### config.mk
export PLATFORM = sky130hd
export DESIGN_NAME = pcileech_bar_cpl_builder_bcm
export DESIGN_NICKNAME = d
export VERILOG_FILES = /design/src/rtl/pcileech_bar_cpl_builder_bcm.sv
export SDC_FILE = /design/constraint.sdc
export NUM_CORES = 1
export LEC_CHECK = 0
export ABC_AREA = 0
export BUFFER_PORTS_ARGS = -buffer_cell sky130_fd_sc_hd__buf_2
export CORE_ASPECT_RATIO = 0.75
export CORE_MARGIN = 2
export CORE_UTILIZATION = 55
export CTS_BUF_LIST = sky130_fd_sc_hd__clkbuf_4 sky130_fd_sc_hd__clkbuf_8
export DETAILED_ROUTE_END_ITERATION = 10
export GPL_ROUTABILITY_DRIVEN = 1
export GPL_TIMING_DRIVEN = 0
export PLACE_DENSITY = 0.73
export SLEW_MARGIN = 30
export SYNTH_ARGS = -nofsm -noshare
export SYNTH_HDL_FRONTEND = slang
export SYNTH_SLANG_ARGS = --single-unit
export TNS_END_PERCENT = 30
### constraint.sdc
create_clock -name clk -period 4.4 [get_ports clk]
set_input_delay 0.66 -clock clk [delete_from_list [all_inputs] [get_ports clk]]
set_output_delay 0.66 -clock clk [all_outputs]
set_load 0.01 [all_outputs]
### src/rtl/pcileech_bar_cpl_builder_bcm.sv
// Buffers BAR-model read responses and emits them as one-beat 128-bit CplD / Cpl-UR TLPs.
// Optional BCM_CPL_STATS_EN adds saturating completion and drop counters.
module pcileech_bar_cpl_builder_bcm #(
    parameter int DEPTH      = 16,
    parameter int STALL_MARG = 2
) (
    input  logic         clk,
    input  logic         rst_n,
    input  logic [87:0]  rd_rsp_ctx,
    input  logic [31:0]  rd_rsp_data,
    input  logic         rd_rsp_valid,
    input  logic [15:0]  completer_id,
    output logic         rd_stall,
    output logic [127:0] tlp_tdata,
    output logic [3:0]   tlp_tkeep,
    output logic         tlp_tlast,
    output logic         tlp_tvalid,
    input  logic         tlp_tready,
    output logic         ovf_sticky
`ifdef BCM_CPL_STATS_EN
    ,
    output logic [31:0]  stat_cpl_cnt,
    output logic [15:0]  stat_drop_cnt
`endif
);
    localparam int AW = $clog2(DEPTH);
    localparam logic [AW:0]   FULL_C  = DEPTH[AW:0];
    localparam logic [AW:0]   STALL_C = FULL_C - STALL_MARG[AW:0];
    localparam logic [AW:0]   CNT_ONE = 1;
    localparam logic [AW-1:0] PTR_ONE = 1;

    typedef enum logic {EMPTY = 1'b0, HOLD = 1'b1} state_t;
    state_t state, state_nxt;

    logic [78:0]   mem [DEPTH];
    logic [AW-1:0] wptr, rptr;
    logic [AW:0]   count, count_nxt;
    logic          push, drop, pop, not_empty;
    logic          unused_ctx;

    assign unused_ctx = ^rd_rsp_ctx[87:47];
    // Full is judged on the current count, so a push is dropped even if a pop lands this cycle.
    assign not_empty = (count != '0);
    assign push      = rd_rsp_valid && (count < FULL_C);
    assign drop      = rd_rsp_valid && (count >= FULL_C);

    always_comb begin
        state_nxt = state;
        pop       = 1'b0;
        case (state)
            EMPTY: if (not_empty) begin
                pop       = 1'b1;
                state_nxt = HOLD;
            end
            HOLD: if (tlp_tready) begin
                if (not_empty) pop = 1'b1;
                else           state_nxt = EMPTY;
            end
            default: state_nxt = EMPTY;
        endcase
    end

    always_comb begin
        count_nxt = count;
        if (push && !pop)      count_nxt = count + CNT_ONE;
        else if (!push && pop) count_nxt = count - CNT_ONE;
    end

    // Completion fields decoded from the FIFO head.
    logic [78:0]  head;
    logic         h_ur;
    logic [127:0] cpl;
    assign head = mem[rptr];
    assign h_ur = head[46];
    assign cpl[31:0]   = {h_ur ? 3'b000 : 3'b010, 5'b01010, 1'b0, head[33:31], 10'd0,
                          h_ur ? 10'd0 : 10'd1};
    assign cpl[63:32]  = {completer_id, h_ur ? 3'b001 : 3'b000, 1'b0,
                          h_ur ? 12'd4 : head[45:34]};
    assign cpl[95:64]  = {head[15:0], head[23:16], 1'b0, head[30:24]};
    assign cpl[127:96] = h_ur ? 32'd0 : head[78:47];

    always_ff @(posedge clk) begin
        if (push) mem[wptr] <= {rd_rsp_data, rd_rsp_ctx[46:0]};
    end

    always_ff @(posedge clk or negedge rst_n) begin
        if (!rst_n) begin
            state      <= EMPTY;
            wptr       <= '0;
            rptr       <= '0;
            count      <= '0;
            rd_stall   <= 1'b0;
            ovf_sticky <= 1'b0;
            tlp_tdata  <= '0;
            tlp_tkeep  <= '0;
        end else begin
            state    <= state_nxt;
            count    <= count_nxt;
            rd_stall <= (count_nxt >= STALL_C);
            if (push) wptr <= wptr + PTR_ONE;
            if (pop) begin
                rptr      <= rptr + PTR_ONE;
                tlp_tdata <= cpl;
                tlp_tkeep <= h_ur ? 4'b0111 : 4'b1111;
            end
            if (drop) ovf_sticky <= 1'b1;
        end
    end

    assign tlp_tvalid = (state == HOLD);
    assign tlp_tlast  = tlp_tvalid;

`ifdef BCM_CPL_STATS_EN
    always_ff @(posedge clk or negedge rst_n) begin
        if (!rst_n) begin
            stat_cpl_cnt  <= '0;
            stat_drop_cnt <= '0;
        end else begin
            if (tlp_tvalid && tlp_tready && (stat_cpl_cnt != '1)) stat_cpl_cnt <= stat_cpl_cnt + 32'd1;
            if (drop && (stat_drop_cnt != '1)) stat_drop_cnt <= stat_drop_cnt + 16'd1;
        end
    end
`endif
endmodule

# After elaboration in Yosys (flattened, before gate mapping)
# Memory sizes are Yosys's and may differ from the RTL's.
# Index checks and enable logic that the tools add are counted.
dict set report word_totals {
  mem_bits_rw 1264
  regBits 132
  word_cells 39
  output_inout_bits 136
  inputBits 140
  memories 1
}
# memory depth width read_ports rd_clocked_by_memory_dff write_ports line
set memory_table {}
lappend memory_table {mem 16 79 1 0 1 35} ;# logic [78:0] mem [DEPTH];
dict set report op_classes {
  addsub 4
  bitwise 1
  order_cmp 3
  reduce_logical 7
  mux 15
}
# op n
set op_table {}
lappend op_table {{two-way mux 32 bit} 1}
lappend op_table {{two-way mux 12 bit} 1}
lappend op_table {{two-way mux 5 bit} 2}
lappend op_table {{adder 4 x 1 -> 4 bit, second input constant} 2}
lappend op_table {{two-way mux 1 bit} 7}
lappend op_table {{adder 5 x 1 -> 5 bit, second input constant} 1}
lappend op_table {{>= comparator 5 x 4 -> 1 bit, second input constant} 1}
lappend op_table {{>= comparator 5 bit, second input constant} 1}
lappend op_table {{< comparator 5 bit, second input constant} 1}
lappend op_table {{nonzero test 5 bit} 1}
lappend op_table {{subtractor 5 x 1 -> 5 bit, second input constant} 1}
lappend op_table {{logical AND 1 bit} 4}
lappend op_table {{two-way mux 4 bit} 1}
lappend op_table {{one-hot mux 1 bit (2 select lines)} 2}
lappend op_table {{zero test 1 bit} 2}
lappend op_table {{two-way mux 2 bit} 1}
lappend op_table {{NOT 1 bit} 1}

# Logic depth before layout (Yosys ltp)
dict set report logic_depth {
  word_depth 8
  mapped_depth 9
  ltp_nobuf 7
}

# Worst setup path after synthesis
# OpenSTA, ideal clock, no wires.
dict set report synth_path {
  path_kind {input to register}
  startpoint {input rd_rsp_valid}
  endpoint {memory mem[4][0], enable pin}
  setup_time_ns 0.446
  arrival_ns 3.232
  path_stages 5
  n_path_buf 1
  t_required_ns 3.954
  path_slack_ns 0.721
  cell_sequence {nor2b_1 > clkbuf_1 > nand2_1 > nor2_1 > and2_1}
}
dict set report synth_via {
  elab_chain_len 3
}
# element line
set synth_lines {}
lappend synth_lines {{from (decl)} 11} ;# input logic rd_rsp_valid,
lappend synth_lines {{logical AND 1 bit} 44} ;# assign push = rd_rsp_valid && (count < FULL_C);
lappend synth_lines {{two-way mux 1 bit} 83} ;# if (push) mem[wptr] <= {rd_rsp_data, rd_rsp_ctx[46:0]};
lappend synth_lines {{two-way mux 1 bit (not written as such)} 83}
lappend synth_lines {{to (decl)} 35}
# Every way passes these cells.

# Final worst setup path
dict set report layout_path {
  startpoint {register rptr[1]}
  endpoint {register tlp_tdata[21]}
}
dict set report layout_via {
  elab_chain_len 1
}
# element line
set layout_lines {}
lappend layout_lines {{from (decl)} 36} ;# logic [AW-1:0] wptr, rptr;
lappend layout_lines {{from (signal assigned)} 102} ;# rptr <= rptr + PTR_ONE;
lappend layout_lines {{memory (16 x 79 bit)} -}
lappend layout_lines {{to (signal assigned)} 103} ;# tlp_tdata <= cpl;
lappend layout_lines {{to (decl)} 14} ;# output logic [127:0] tlp_tdata,
# Every way passes these cells.
# A chain may end at the register's enable or synchronous reset.

==> impl_metrics.ini <==
[finish]
ff_latch_area_sq_um = 40800
syn2layout_area_growth_pct = 15.2
fillers = 6001
final_nets = 2927
multiInputGateArea_sq_um = 10600
layout-drive-gt1-share_pct = 36.5

[logic_synthesis]
yosysWarnings = 0
yosysTopAreaCell = edfxtp_1
synth_most_common_cell = edfxtp_1
synth.avg_cell_area_sq_um = 22.9
synthFlopType = edfxtp_1
yosysSeqAreaShare_pct = 77.9
synth_cell_types = 42
async_flop_share_pct = 8.21
netlist_instances = 2290
ys_seq_elements = 1377
ys_top_cells_by_count = edfxtp_1, mux4_2, nand2_1, dfrtp_1
mappedNetlistArea_sq_um = 52400
synthTopCellsByArea = edfxtp_1, mux4_2, dfrtp_1
synth_edf_count = 1264
yosys.area.top_type_share_pct = 72.5

[clocking]
holdBufCountCts = 14
clock_path_buffers = 3
cts_tree = yes
cts_made_buffers = 198
htreeDepth = 4
cts.sinks = 1377
cts_resized = 0
post-cts-setup-buffers = 0
clkTransAtPathRegs_ns = 0.06
cts_root_buf = clkbuf_8
worstSkewPairLatency_ns = 0.85

[setup_path]
endpoint_kind = flip-flop
rr_endpoint = tlp_tdata[21]$_DFFE_PN0P_
crit_path_max_fanout = 10
crit_type = flip-flop to flip-flop
path_delay_family = buffers and inverters
cp.arrival_ns = 4.08
ff2ff_setup_slack_ns = 1.04
critical_path.max_stage_delay_ns = 0.79
r2r_cells = 7
crit_path_start_kind = flip-flop
cp_cell_sequence = buf_2 > clkbuf_1 > clkbuf_1 > mux4_1 > mux4_2 > nand2_1 > nand2_1
path_depth = 7
slowest_stage = clkbuf_1
r2r_start = rptr[1]$_DFFE_PN0P_
path_buf_inv = 3
worstPathRequired_ns = 5.11

[worst_hold_path]
hold_path_startpoint = rd_rsp_valid
hp-class = input port to flip-flop
worst_hold_path.num_cells = 2
whs_endpoint = ovf_sticky$_DFFE_PN0P_

[placed_design]
gp_congestion = 0.746
numPortBuffers = 205
dp_hpwl_mm = 75.1

[global_route]
antenna_found_initial = 21
grt_max_degree = 61
top_usage_layer = met2
grt_pass1_wl_mm = 179
grt_use_met3_pct = 6.27
grt_use_met1_pct = 36.8
grtUsageTotal_pct = 25.8
grt.met2_usage_pct = 40.3
overflow = 0
grt_pass1_vias = 26548

[power_and_ir_drop]
ir_drop_mv = 0.296
power_density_nw_per_um2 = 622
p_leak_nw = 20.3

[sta]
final_hold_viol_count = 0
fin_hold_ws_ns = 0.0819
slew_headroom_pct = 31.1
fin_crit_ns = 3.36
worst_clock_skew_ns = 0.0345
worst_slew_pin_slew_ns = 1.03
post-route-period-util_pct = 76.4
rsz0062_at_grt = false
timing.fmax_mhz = 297
setup_violations = 0
tns_ns = 0
maxSlewViolCount = 0

[route]
routed_wl_mm = 124
ant_nets = 0
first_iter_violations = 3204
routedWlPerCell_um = 29.6
via_per_inst = 6.08
num_vias = 25552
first_pass_iters = 5
drc = 0

[floorplanning]
core.rowCount = 97
die_area_sq_um = 97700
pin_count = 276
die_y_um = 271
start_util_pct = 55.8
die_w_um = 360
core_sq_um = 93800

[run]
drv_cap = 0

[outcome]
status = complete, no violations
==> stage by stage <==
step / instance area [sq um] / worst slack, ns / power [mW] / utilization (%) / std cells
6_report: 60300 / 1.04 / 37.5 / 64.3 / 4200
5_1_grt: 60300 / 0.909 / 39.0 / 64.3 / 4194
4_1_cts: 60300 / 1.03 / 37.8 / 64.2 / 4186
3_5_place_dp: 56100 / 1.06 / 27.6 / 59.7 / 3801
3_3_place_gp: 55000 / -2.11 / 27.3 / 58.7 / 3760
2_1_floorplan: 52500 / 0.721 / 23.7 / - / 2318
==> kinds of logic (layout without fill, tap and decap cells) <==
group                    Yosys count  count (layout)  share of synthesized area (%)
AO/OA/AOI/OAI                     55              55                          0.566
XOR/XNOR                          10              10                          0.167
adder cells (fa/ha/maj)           10              10                          0.229
buffers and inverters            195             827                           2.17
flip-flops                      1377            1377                           77.9
multiplexers                     398             398                           17.0
other                              1              42                        0.00716
AND/OR/NAND/NOR                  244             244                           1.94
==> flip-flops by register name, summed over array words and instances, names as in the netlist <==
signal      cells
tlp_tlast       1
rd_stall        1
wptr            4
tlp_tdata      96
tlp_tkeep       1
mem          1264
rptr            4
ovf_sticky      1
count           5
==> power by group <==
part / internal, mW / switching, mW
clock network: 5.47 / 4.74
registers: 15.7 / 0.468
logic: 5.17 / 5.97
total: 26.3 / 11.2
==> worst max-delay path by stage <==
stage / startpoint / slack (ns) / end
2_1_floorplan: rd_rsp_valid / 0.72 / mem[4][0]$_DFFE_PP_
3_3_place_gp: rd_rsp_valid / -2.11 / mem[13][61]$_DFFE_PP_
3_5_place_dp: rptr[1]$_DFFE_PN0P_ / 1.06 / tlp_tdata[22]$_DFFE_PN0P_
4_1_cts: rptr[1]$_DFFE_PN0P_ / 1.03 / tlp_tdata[22]$_DFFE_PN0P_
5_1_grt: count[0]$_DFF_PN0_ / 0.91 / tlp_tdata[90]$_DFFE_PN0P_
6_report: rptr[1]$_DFFE_PN0P_ / 1.04 / tlp_tdata[21]$_DFFE_PN0P_
==> metal layers <==
metal	vias up	wire length (um)
li1	10417	-
met1	13500	49000
met2	1401	59500
met3	220	12700
met4	14	2900
met5	-	90
==> layout by cell type (no fill, tap or decap), types with 3 or more instances in the layout <==
cell / instances
diode_2: 13
mux4_2: 386
inv_1: 9
nand4_1: 5
buf_1: 15
buf_2: 226
and2_4: 16
clkinv_2: 16
buf_6: 30
clkbuf_8: 226
buf_8: 3
inv_6: 3
dfrtp_1: 113
buf_16: 17
buf_4: 36
mux2i_1: 6
conb_1: 29
ha_1: 8
clkbuf_1: 40
clkbuf_4: 78
buf_12: 24
nand2b_1: 4
mux4_1: 6
dlygate4sd3_1: 14
clkinv_1: 78
o21ai_0: 3
nand2_1: 205
o21ai_1: 44
edfxtp_1: 1264
clkbuf_2: 4
clkinvlp_4: 5
xnor2_1: 8
==> layout make-up <==
class                      instances  area share, %
buffer                           148           1.61
timing repair buffer             261           3.53
inverter                          47          0.293
clock buffer                     304           6.13
clock inverter                    67          0.606
multi-input combinational        746           17.6
tap                             1237           2.57
sequential                      1377           67.6
antenna                           13         0.0539
Note: power is estimated with default switching activity, not from simulation.
